### config.mk
export PLATFORM = sky130hd
export DESIGN_NAME = reg_write_arbiter
export DESIGN_NICKNAME = d
export VERILOG_FILES = /design/src/rtl/reg_write_arbiter_pkg.sv /design/src/rtl/reg_write_arbiter_buffer.sv /design/src/rtl/reg_write_arbiter.sv
export SDC_FILE = /design/constraint.sdc
export NUM_CORES = 1
export LEC_CHECK = 0
export ABC_CLOCK_PERIOD_IN_PS = 5200
export BUFFER_PORTS_ARGS = -buffer_cell sky130_fd_sc_hd__clkbuf_2
export CORE_UTILIZATION = 56
export CTS_CLUSTER_SIZE = 25
export DETAILED_ROUTE_END_ITERATION = 8
export PLACE_DENSITY = 0.95
export SETUP_SLACK_MARGIN = 0.2
export SLEW_MARGIN = 20
export SYNTH_ARGS = -nofsm -noshare
export SYNTH_HDL_FRONTEND = slang
export SYNTH_SLANG_ARGS = --single-unit
### constraint.sdc
create_clock -name clk -period 5.2 [get_ports clk]
set_input_delay 1.04 -clock clk [delete_from_list [all_inputs] [get_ports clk]]
set_output_delay 1.04 -clock clk [all_outputs]
set_load 0.02 [all_outputs]
### src/rtl/reg_write_arbiter_pkg.sv
// ProcessorTypes: register-write request type and arbiter defaults shared across the write-back slice
package ProcessorTypes;
    localparam int reg_addr_w = 5;
    localparam int reg_data_w = 32;
    localparam int reg_write_arb_depth = 2;
    localparam int reg_write_arb_starve_limit = 8;

    typedef struct packed {
        logic [reg_addr_w-1:0] addr;
        logic [reg_data_w-1:0] value;
    } RegWriteReq;
endpackage

### src/rtl/reg_write_arbiter_buffer.sv
// reg_write_buffer: circular FIFO of pending long-latency writes with per-entry valid/killed bits and kill-by-address
module reg_write_buffer
    import ProcessorTypes::*;
#(
    parameter int DEPTH = reg_write_arb_depth
) (
    input  logic                  clk,
    input  logic                  rst,
    input  logic                  i_push,
    input  RegWriteReq            i_push_req,
    input  logic                  i_pop,
    input  logic                  i_kill,
    input  logic [reg_addr_w-1:0] i_kill_addr,
    output RegWriteReq            o_head,
    output logic                  o_head_killed,
    output logic                  o_empty,
    output logic                  o_full
);
    localparam int PW = $clog2(DEPTH);

    RegWriteReq       r_data [DEPTH];
    logic [DEPTH-1:0] r_valid;
    logic [DEPTH-1:0] r_killed;
    logic [PW:0]      r_wr;
    logic [PW:0]      r_rd;
    logic [PW-1:0]    w_wi;
    logic [PW-1:0]    w_ri;

    assign w_wi          = r_wr[PW-1:0];
    assign w_ri          = r_rd[PW-1:0];
    assign o_empty       = r_wr == r_rd;
    assign o_full        = (r_wr[PW] != r_rd[PW]) && (w_wi == w_ri);
    assign o_head        = r_data[w_ri];
    assign o_head_killed = r_killed[w_ri];

    // Later assignments win: a slot freed by pop and refilled by push in one cycle ends up fresh.
    always_ff @(posedge clk) begin
        if (rst) begin
            r_wr     <= '0;
            r_rd     <= '0;
            r_valid  <= '0;
            r_killed <= '0;
        end else begin
            for (int i = 0; i < DEPTH; i++)
                if (i_kill && r_valid[i] && r_data[i].addr == i_kill_addr) r_killed[i] <= 1'b1;
            if (i_pop && !o_empty) begin
                r_valid[w_ri]  <= 1'b0;
                r_killed[w_ri] <= 1'b0;
                r_rd           <= r_rd + 1'b1;
            end
            if (i_push && (!o_full || i_pop)) begin
                r_data[w_wi]   <= i_push_req;
                r_valid[w_wi]  <= 1'b1;
                r_killed[w_wi] <= 1'b0;
                r_wr           <= r_wr + 1'b1;
            end
        end
    end
endmodule

### src/rtl/reg_write_arbiter.sv
// reg_write_arbiter: shares the register-file write port between commit and a long-latency source.
// Define REG_WRITE_ARB_STARVE_EN to add the starvation counter and forced-drain commit bubble.
module reg_write_arbiter
    import ProcessorTypes::*;
#(
    parameter int DEPTH        = reg_write_arb_depth,
    parameter int STARVE_LIMIT = reg_write_arb_starve_limit,
    parameter int ADDR_W       = reg_addr_w,
    parameter int DATA_W       = reg_data_w
) (
    input  logic              clk,
    input  logic              rst,
    input  logic              commitValid,
    input  logic [ADDR_W-1:0] commitAddr,
    input  logic [DATA_W-1:0] commitValue,
    input  logic              longValid,
    output logic              longReady,
    input  logic [ADDR_W-1:0] longAddr,
    input  logic [DATA_W-1:0] longValue,
    output logic              commitStall,
    output logic              writeEnable,
    output logic [ADDR_W-1:0] writeAddr,
    output logic [DATA_W-1:0] writeValue
);
    RegWriteReq w_head;
    RegWriteReq w_long_req;
    logic       w_head_killed;
    logic       w_empty;
    logic       w_full;
    logic       w_commit;
    logic       w_long_live;
    logic       w_pop;
    logic       w_bypass;
    logic       w_push;

    assign longReady  = !rst && !w_full;
    assign w_commit   = commitValid && commitAddr != '0;
    // A same-cycle commit to the same register is younger, so the long result is dropped.
    assign w_long_live = longValid && longReady && longAddr != '0
                         && !(commitValid && commitAddr == longAddr);
    assign w_pop      = !rst && !w_commit && !w_empty;
    assign w_bypass   = !w_commit && w_empty && w_long_live;
    assign w_push     = w_long_live && !w_bypass;
    assign w_long_req = '{addr: longAddr, value: longValue};

    assign writeEnable = !rst && (w_commit || (w_pop && !w_head_killed) || w_bypass);
    assign writeAddr   = w_commit ? commitAddr  : !w_empty ? w_head.addr  : longAddr;
    assign writeValue  = w_commit ? commitValue : !w_empty ? w_head.value : longValue;

    reg_write_buffer #(.DEPTH(DEPTH)) u_buf (
        .clk          (clk),
        .rst          (rst),
        .i_push       (w_push),
        .i_push_req   (w_long_req),
        .i_pop        (w_pop),
        .i_kill       (commitValid),
        .i_kill_addr  (commitAddr),
        .o_head       (w_head),
        .o_head_killed(w_head_killed),
        .o_empty      (w_empty),
        .o_full       (w_full)
    );

`ifdef REG_WRITE_ARB_STARVE_EN
    localparam int CW = $clog2(STARVE_LIMIT + 1);

    logic [CW-1:0] r_starve;
    logic          r_stall;
    logic          w_starved;

    // Reaching the limit this cycle schedules the bubble and restarts the count.
    assign w_starved = !w_empty && !w_pop && r_starve == CW'(STARVE_LIMIT - 1);

    always_ff @(posedge clk) begin
        if (rst) begin
            r_starve <= '0;
            r_stall  <= 1'b0;
        end else begin
            r_stall  <= w_starved;
            r_starve <= (w_empty || w_pop || w_starved) ? '0 : r_starve + 1'b1;
        end
    end

    assign commitStall = r_stall;
`else
    logic w_unused_limit;
    assign w_unused_limit = STARVE_LIMIT != 0;
    assign commitStall    = 1'b0;
`endif

    assert property (@(posedge clk) disable iff (rst) commitStall |-> !commitValid);
endmodule

==> summary.txt, run 1 <==
Run status
  • Status: finished, final reports clean

Route
  • DR WL/cell: 14.5 um
  • Routed WL: 8070 um
  • Post-route DRC: 0
  • Via count: 2937
  • Pre-Repair DR Iteration Count: 4
  • Vias/cell: 5.26
  • Routed Antenna Nets: 0
  • 1st-iter DRT viols: 156

GRT
  • Tot GR Track Use: 22.9%
  • GRT overflow: 0
  • First-pass GRT wire length: 13000 um
  • Vias in the first global route: 2776
  • Initial antenna violation count: 0
  • Largest net degree at the start of global routing: 44

Floorplanning
  • DIE WIDTH: 86.7 um
  • Core area: 6870 sq um
  • Die Ht: 86.7 um
  • Die Area: 7510 sq um
  • Starting Density: 58.4%
  • Std cell rows: 30
  • Num ports: 118

Clock network
  • Worst-path clk slew: 70 ps
  • CTS Buf Count: 9
  • Post-CTS Hold Fix Bufs: 0
  • H-Tree Depth: 3
  • Root Driver: clkbuf_8
  • Setup bufs post-CTS: 0
  • Clk Latency, worst-skew pair: 350 ps
  • # resized after CTS: 0
  • Clock sink count: 83
  • CTS tree: yes
  • CTS max path bufs: 2

Critical path
  • Worst R2R Start: u_buf.r_rd[0]
  • Worst reg2reg path depth: 5
  • RR Endpoint: u_buf.r_data[1][0]
  • Crit path max fanout: 37
  • Reg2Reg Setup Slack: 2680 ps
  • CP required: 4160 ps
  • WS Path Type: in -> out
  • Crit. End Element: output port
  • Arrival time worst endpoint: 2960 ps
  • Startpoint Class: input pin

Min path
  • Worst Hold End: u_buf.r_valid[0]
  • Hold Startpoint: u_buf.r_valid[0]
  • Worst hold path depth: 1
  • Worst hold path type: reg -> reg

Layout
  • Fin util: 70.7%
  • Antenna Cells: 0
  • Area growth from synthesis to layout: 21.1%
  • Non-Filler Instances: 558
  • Most frequent cells in the layout: 116 x clkbuf_2, 74 x nand2_1, 74 x edfxtp_1
  • Layout Nets: 535
  • Commonest non-fill, non-tap cell in the layout: clkbuf_2
  • Layout cells sized above 1: 31.4%

Synth
  • Mapped cell area: 4010 sq um
  • Net Count, Synth: 426
  • Synthesis Warnings: 0
  • Syn Area/Cell: 11.5 sq um
  • Ys async rst share: 0%
  • Top cell type by total area after synthesis: edfxtp_1
  • Post-synth EDFFs: 74
  • Gate Count Post-Synth: 348
  • Synth Register Bits: 83
  • Register area share after synthesis: 59.9%
  • Dominant cells by area after synthesis: edfxtp_1 55%, mux2i_1 9.7%, o21ai_0 8.0%
  • Yosys top cell area share: 55.4%
  • Top_reg_cell synth: edfxtp_1
  • Distinct cell type count after synthesis: 36

STA
  • Fmax: 250 MHz
  • Max_slew headroom: 50.8%
  • Clock Skew: 12.4 ps
  • PnR worst setup slack: 1200 ps
  • Tmin final: 4000 ps
  • RSZ-0062 raised after global routing: false
  • Setup TNS: 0 ps
  • Measured slew at the worst slew-check pin: 736 ps
  • Final period util: 76.9%
  • Final setup viols: 0
  • Pins Over Slew Limit: 0
  • Final Hold Viols: 0

Place
  • Place WS: 1190 ps
  • DP Wirelength: 5590 um
  • Post-placement cell count: 542
  • GPL Wtd Cong: 0.815
  • Port-buffer cells: 116

Power
  • VDD IR max: 0.168 mV
  • Design Power: 1650 uW
  • Leak: 0.00183 uW
  • Pwr Density: 339 nW/um^2

Job
  • Maxcap violations: 0
==> critical path, stage by stage <==
cell and delay, ps:
clkbuf_2 140, or4_1 560, o21a_2 450, buf_4 340
o21ai_0 220, clkbuf_2 200
==> metal layers <==
metal	vias up	part of all wire, %	global-route usage (%)
met1	1335	42	28.2
met4	0	2.3	11.1
met5	-	0	0
met2	105	51	39.0
li1	1477	-	-
met3	20	5.1	4.48
==> through the flow <==
step / hold WS (ps) / area [sq um]
after floorplan: 426 / 4010
after global placement: 445 / 4650
after detailed placement: 448 / 4650
after CTS: 464 / 4860
after global routing: 493 / 4860
final: 467 / 4860
==> cells by family (layout without fill, tap and decap cells) <==
group | after synthesis | after routing | share of synthesized area, %
XOR/XNOR | 19 | 19 | 4.15
AO/OA/AOI/OAI | 90 | 90 | 12.3
buffers and inverters | 24 | 138 | 3.09
flip-flops | 83 | 83 | 59.9
AND/OR/NAND/NOR | 92 | 92 | 10.8
other | 1 | 1 | 0.0935
multiplexers | 39 | 39 | 9.73
==> layout make-up <==
cell class	instances	area, sq um
sequential	83	2410
clock buffer	11	131
timing repair buffer	121	618
clock inverter	5	78.8
fill	515	2010
multi-input combinational	241	1500
tap	96	120
inverter	1	3.75
==> report_power, final <==
| group | internal, uW | switching [uW] |
|---|---|---|
| Combinational | 139 | 232 |
| Sequential | 755 | 31.1 |
| Clock | 270 | 220 |
| Total | 1160 | 483 |
==> worst max-delay path by stage <==
stage	from	cells after the start	slack [ps]	endpoint
floorplan	rst	3	1430	u_buf.r_data[1][0]
global placement	commitAddr[1]	6	1250	writeValue[16]
detailed placement	commitAddr[1]	6	1190	writeValue[19]
CTS	commitAddr[1]	6	1190	writeValue[19]
global route	commitAddr[1]	6	1040	writeValue[19]
finish	commitAddr[1]	6	1200	writeValue[19]
==> cell usage after synthesis (6+ instances only) <==
| library cell | number |
|---|---|
| xor2_1 | 9 |
| xnor2_1 | 10 |
| o21ai_0 | 64 |
| o21ai_1 | 10 |
| clkbuf_1 | 12 |
| nand2_1 | 74 |
| buf_2 | 6 |
| dfxtp_1 | 9 |
| edfxtp_1 | 74 |
| o21a_1 | 6 |
| mux2i_1 | 39 |
==> sequential cells by signal, summed over array words and instances (netlist names), named ones only <==
name,cells
u_buf.r_valid,2
u_buf.r_killed,2
u_buf.r_rd,2
u_buf.r_data,74
u_buf.r_wr,2
Power figures use the tool's default switching activity.
==> run 2, diff against run 1 <==
--- a/config.mk
+++ b/config.mk
@@ -5,12 +5,13 @@
 export SDC_FILE = /design/constraint.sdc
 export NUM_CORES = 1
 export LEC_CHECK = 0
-export ABC_CLOCK_PERIOD_IN_PS = 5200
+export ABC_AREA = 1
+export ABC_CLOCK_PERIOD_IN_PS = 4200
 export BUFFER_PORTS_ARGS = -buffer_cell sky130_fd_sc_hd__clkbuf_2
-export CORE_UTILIZATION = 56
+export CORE_UTILIZATION = 52
 export CTS_CLUSTER_SIZE = 25
 export DETAILED_ROUTE_END_ITERATION = 8
-export PLACE_DENSITY = 0.95
+export PLACE_DENSITY = 0.91
 export SETUP_SLACK_MARGIN = 0.2
 export SLEW_MARGIN = 20
 export SYNTH_ARGS = -nofsm -noshare
==> constraint.sdc (replaced) <==
create_clock -name clk -period 4.2 [get_ports clk]
set_input_delay 0.84 -clock clk [delete_from_list [all_inputs] [get_ports clk]]
set_output_delay 0.84 -clock clk [all_outputs]
set_load 0.02 [all_outputs]
==> run 2 against run 1 <==
  * Combinational power is 2% higher
  * Synthesized cell count is 30% higher
  * Flip-flop and latch count stayed put
  * Cell count is 19% higher
  * Die area is 9.7% higher
  * Global-route usage is 0.41 points higher
  * Total power is 14% higher
  * Sequential share of layout area is 0.71 points lower
  * Clock-buffer cell count is 2 lower
  * Clock power is 14% higher
  * First-iteration DRC count is 68% higher
  * Non-clock buffer count is 1 higher
  * Critical endpoint is now writeValue[13]
==> summary.txt, run 2 <==
Synth
  • Count leader, synth: nand2_1
  • XOR/XNOR share of the synthesized area: 0.214%
  • Synth Register Bits: 83
  • Dominant cells by area after synthesis: edfxtp_1 54%, nand2_1 13%, o21ai_0 6.4%
  • Syn Area/Cell: 9.06 sq um
  • Ys async rst share: 0%
  • Yosys top cell area share: 54.3%
  • Post-synth EDFFs: 74
  • Top_reg_cell synth: edfxtp_1
  • Compound-Gate Fraction of Synth Area: 11.9%
  • Net Count, Synth: 530
  • Largest family of logic cells by synthesized area: simple AND/OR/NAND/NOR gates
  • Mapped cell area: 4100 sq um
  • Register area share after synthesis: 58.7%
  • Mux cell area share after synthesis: 0%
  • Top cell type by total area after synthesis: edfxtp_1
  • Synthesis Warnings: 0
  • Gate Count Post-Synth: 452
  • Synth top cells by count: 146 x nand2_1, 74 x edfxtp_1, 52 x o21ai_0, 34 x nand3_1, 26 x inv_1
  • Post-synthesis adder-cell area fraction: 0%
  • Distinct cell type count after synthesis: 24
  • Post-Synth Simple-Gate Area: 23.5%

GRT
  • Initial antenna violation count: 0
  • Largest net degree at the start of global routing: 59
  • Vias in the first global route: 3379
  • First-pass GRT wire length: 15200 um
  • GRT overflow: 0
  • Tot GR Track Use: 23.3%

STA
  • Pins Over Slew Limit: 0
  • Measured slew at the worst slew-check pin: 1060 ps
  • Fmax: 280 MHz
  • Final setup viols: 0
  • RSZ-0062 raised after global routing: false
  • Max_slew headroom: 29.3%
  • Setup TNS: 0 ps
  • Clock Skew: 10.1 ps
  • PnR worst setup slack: 630 ps
  • Tmin final: 3570 ps
  • Final Hold Viols: 0
  • Final period util: 85.0%

Critical path
  • Worst R2R Start: u_buf.r_wr[0]
  • WS Path Type: reg -> out
  • Reg2Reg Setup Slack: 1720 ps
  • Crit. End Element: output port
  • Worst Setup SP: u_buf.r_wr[0]
  • Worst reg2reg path depth: 9
  • CP required: 3360 ps
  • Crit path largest cell delay: 640 ps
  • Startpoint Class: register
  • Critical-path top delay cell: inv_2
  • Crit path max fanout: 58
  • Arrival time worst endpoint: 2730 ps
  • Cells along the critical path: inv_1 > nand2_1 > nand2_1 > nor2_4 > inv_2 > buf_4 > nand3_1 > o21ai_0 > o21ai_0 > clkbuf_2
  • RR Endpoint: u_buf.r_data[0][3]

Clock network
  • Root Driver: clkbuf_8
  • H-Tree Depth: 3
  • Setup bufs post-CTS: 0
  • CTS Buf Count: 9
  • Clock sink count: 83
  • # resized after CTS: 0
  • Clk Latency, worst-skew pair: 350 ps
  • CTS max path bufs: 2
  • Worst-path clk slew: 80 ps
  • CTS tree: yes
  • Post-CTS Hold Fix Bufs: 0

Place
  • Port-buffer cells: 116
  • GPL Wtd Cong: 0.846
  • Place WS: 1040 ps
  • Post-placement cell count: 647
  • DP Wirelength: 6550 um

Power
  • Leak: 0.00205 uW
  • VDD IR max: 0.294 mV
  • Design Power: 1870 uW
  • Pwr Density: 381 nW/um^2

Layout
  • Fin util: 66.1%
  • Commonest non-fill, non-tap cell in the layout: nand2_1
  • Antenna Cells: 0
  • Area growth from synthesis to layout: 20.2%
  • Most frequent cells in the layout: 146 x nand2_1, 116 x clkbuf_2, 74 x edfxtp_1
  • Register Area: 2400 sq um
  • Max reg flops: 74
  • Area of the multi-input gates: 1480 sq um
  • Layout Nets: 637
  • Layout cells sized above 1: 27.1%
  • Number of fill cells: 598
  • Non-Filler Instances: 663
  • Largest register by flop count: u_buf.r_data

Floorplanning
  • Die Area: 8230 sq um
  • Core area: 7450 sq um
  • Num ports: 118
  • Std cell rows: 31
  • DIE WIDTH: 90.7 um
  • Starting Density: 55.0%
  • Die Ht: 90.7 um

Job
  • Maxcap violations: 0

Min path
  • Hold Startpoint: u_buf.r_valid[1]
  • Worst hold path depth: 2
  • Worst hold path type: reg -> reg
  • Worst Hold End: u_buf.r_valid[1]

Route
  • 1st-iter DRT viols: 262
  • Vias/cell: 5.36
  • Routed Antenna Nets: 0
  • Routed WL: 9430 um
  • Via count: 3552
  • Post-route DRC: 0
  • Pre-Repair DR Iteration Count: 5
  • DR WL/cell: 14.2 um

Run status
  • Status: finished, final reports clean
==> run 2: final cells by class <==
cell class / instances / share of cell area, %
Multi-Input combinational cell: 316 / 30.0
Timing Repair Buffer: 122 / 12.7
Clock buffer: 9 / 2.52
Clock inverter: 7 / 1.40
Inverter: 27 / 2.06
Sequential cell: 83 / 48.8
Tap cell: 99 / 2.52
==> run 2: power breakdown <==
part	total, uW	internal (uW)	switching (uW)
Combinational	378	122	256
Sequential	939	928	10.7
Clock	557	273	284
==> run 2: cell families (layout without fill, tap and decap cells) <==
family	after synthesis	after routing
AO/OA/AOI/OAI	92	92
AND/OR/NAND/NOR	222	222
XOR/XNOR	1	1
flip-flops	83	83
buffers and inverters	53	165
other	1	1
==> run 2: critical path: cells and delay by family, from the launching register on <==
| kind | cells | cell delay, ps |
|---|---|---|
| buffers and inverters | 4 | 1400 |
| DFF | 1 | 390 |
| and+or+nand+nor | 4 | 360 |
| AOI/OAI and AO/OA | 2 | 220 |
==> run 2: worst max path at each step <==
stage / cells after the start / end / slack, ps
floorplan: 7 / u_buf.r_data[1][0] / 800
global placement: 10 / writeValue[13] / 1100
detailed placement: 9 / writeValue[10] / 1040
CTS: 10 / writeValue[13] / 650
global route: 9 / writeValue[11] / 370
finish: 10 / writeValue[13] / 630
==> run 2: layer usage <==
metal | vias to the layer above | wire, um | GRT usage, %
met5 | - | 0 | 0
met3 | 20 | 477 | 4.63
met2 | 136 | 4840 | 40.1
met4 | 0 | 226 | 11.7
li1 | 1761 | - | -
met1 | 1635 | 3880 | 27.7
==> run 2: stage by stage <==
| stage | hold WS [ps] | cell area (sq um) |
|---|---|---|
| floorplan | 447 | 4100 |
| global placement | 464 | 4730 |
| detailed placement | 471 | 4730 |
| CTS | 482 | 4920 |
| global route | 510 | 4920 |
| finish | 484 | 4920 |
==> run 3, diff against run 2 <==
--- a/config.mk
+++ b/config.mk
@@ -8,6 +8,7 @@
 export ABC_AREA = 1
 export ABC_CLOCK_PERIOD_IN_PS = 4200
 export BUFFER_PORTS_ARGS = -buffer_cell sky130_fd_sc_hd__clkbuf_2
+export CORE_MARGIN = 1.5
 export CORE_UTILIZATION = 52
 export CTS_CLUSTER_SIZE = 25
 export DETAILED_ROUTE_END_ITERATION = 8
==> run 3 against run 2 <==
  * Sequential share of layout area grew 0.39 points
  * Design area shrank 0.79%
  * Wire length shrank 3.5%
  * Cell count grew 0.15%
  * Flip-flop and latch count is the same
  * Total power shrank 4.6%
  * Clock-buffer cell count is the same
  * Die area grew 2.2%
  * Via count shrank 0.17%
  * Utilization shrank 2.6 points
  * First-iteration DRC count grew 15%
==> summary.txt, run 3 (synthesis results as in run 2) <==
Power
  • Internal Power: 1260 uW
  • Flop pwr share: 52.5%
  • Sw frac: 29.7%
  • Comb pwr share: 21.1%
  • VDD IR max: 0.227 mV
  • NetSw: 530 uW
  • Leak: 0.00203 uW
  • Clock power share: 26.4%
  • Pwr Density: 366 nW/um^2

Floorplanning
  • Starting Density: 53.3%
  • DIE WIDTH: 91.7 um
  • Die Area: 8420 sq um
  • Die Ht: 91.7 um
  • Num ports: 118
  • Std cell rows: 32
  • Core area: 7690 sq um

Route
  • Post-route DRC: 0
  • 1st-iter DRT viols: 302
  • Routed Antenna Nets: 0
  • Pre-Repair DR Iteration Count: 5
  • Vias/cell: 5.34
  • DR WL/cell: 13.7 um
  • Routed WL: 9100 um
  • Via count: 3546

GRT
  • GRT overflow: 0
  • Initial antenna violation count: 0
  • First-pass GRT wire length: 14600 um
  • Vias in the first global route: 3262
  • Tot GR Track Use: 22.0%
  • Largest net degree at the start of global routing: 66

Min path
  • Worst hold path depth: 2
  • Worst hold path type: reg -> reg
  • Worst Hold End: u_buf.r_valid[1]
  • Hold Startpoint: u_buf.r_valid[1]

Critical path
  • WS Path Type: reg -> out
  • Worst reg2reg path depth: 9
  • Reg2Reg Setup Slack: 1680 ps
  • CP required: 3360 ps
  • Worst Setup SP: u_buf.r_wr[0]
  • Arrival time worst endpoint: 2720 ps
  • Critical-path top delay cell: inv_2
  • Crit path max fanout: 65
  • Crit. End Element: output port
  • RR Endpoint: u_buf.r_data[0][19]
  • Worst R2R Start: u_buf.r_wr[0]
  • Crit path largest cell delay: 760 ps
  • Startpoint Class: register
  • Cells along the critical path: inv_1 > nand2_1 > nand2_1 > nor2_4 > inv_2 > buf_4 > o21ai_0 > o21ai_0 > clkbuf_2

Layout
  • Most frequent cells in the layout: 146 x nand2_1, 116 x clkbuf_2, 74 x edfxtp_1
  • Post-layout instance area: 4880 sq um
  • Area growth from synthesis to layout: 19.2%
  • Max reg flops: 74
  • Number of fill cells: 644
  • Layout cells sized above 1: 26.9%
  • Antenna Cells: 0
  • Layout Nets: 636
  • Largest register by flop count: u_buf.r_data
  • Fin util: 63.5%
  • Commonest non-fill, non-tap cell in the layout: nand2_1

STA
  • Measured slew at the worst slew-check pin: 1070 ps
  • Clock Skew: 6.62 ps
  • Final Hold Viols: 0
  • PnR worst setup slack: 643 ps
  • RSZ-0062 raised after global routing: false
  • Setup TNS: 0 ps
  • Tmin final: 3560 ps
  • Fmax: 281 MHz
  • Pins Over Slew Limit: 0
  • Final period util: 84.7%
  • Hold Slack: 492 ps
  • Max_slew headroom: 28.8%
  • Final setup viols: 0

Job
  • Maxcap violations: 0

Clock network
  • CTS Buf Count: 9
  • Clock sink count: 83
  • # resized after CTS: 0
  • Clk Latency, worst-skew pair: 340 ps
  • Worst-path clk slew: 80 ps
  • CTS max path bufs: 2
  • Setup bufs post-CTS: 0
  • Root Driver: clkbuf_8
  • H-Tree Depth: 3
  • CTS tree: yes
  • Post-CTS Hold Fix Bufs: 0

Place
  • Place WS: 722 ps
  • Placement Cell Area: 4720 sq um
  • DP Wirelength: 6290 um
  • GPL Wtd Cong: 0.900
  • Port-buffer cells: 116

Run status
  • Status: finished, final reports clean
[run 3: cell count changes in the layout (fill, tap and decap cells not counted), sizes merged]
cell      delta
clkinv       -1
bufinv       -1
buf          -1
clkinvlp     +1
[run 3: worst max-delay path, delay by kind of cell (launching register included)]
kind                   cells  cell delay (ps)
buffers and inverters      4             1500
AND/OR/NAND/NOR            3              240
flip-flops                 1              390
AO/OA/AOI/OAI              2              250
[run 3: worst max path at each step]
stage / end / slack [ps]
2_1_floorplan: u_buf.r_data[1][0] / 800
3_3_place_gp: writeValue[0] / 830
3_5_place_dp: writeValue[18] / 720
4_1_cts: writeValue[25] / 680
5_1_grt: writeValue[25] / 450
6_report: writeValue[25] / 640
[run 3: final cells by class]
class | instances | area [sq um] | share of cell area, %
clock buffers | 9 | 124 | 2.54
flip-flops and latches | 83 | 2400 | 49.2
multi-input cells | 316 | 1480 | 30.2
inverters | 27 | 101 | 2.08
well taps | 102 | 128 | 2.61
clock inverters | 6 | 33.8 | 0.692
repair buffers | 121 | 618 | 12.7
[run 3: metal layers]
metal  global-route usage (%)  share of wire, %  up-vias
li1                         -                 -     1762
met1                     28.1                42     1639
met2                     37.9                51      126
met3                     3.07               5.1       19
met4                     8.72               2.0        0
met5                        0                 0        -
[run 3: power groups by stage]
stage	Combinational, uW	Sequential [uW]	Clock, uW
final	377	939	471
after global routing	417	941	516
after CTS	377	938	478
after detailed placement	376	957	0
after global placement	366	956	0
after floorplan	249	955	0
[run 3: per-stage QoR]
step	total power, uW	cells
after floorplan	1200	452
after global placement	1320	649
after detailed placement	1330	649
after CTS	1790	664
after global routing	1870	664
final	1790	664
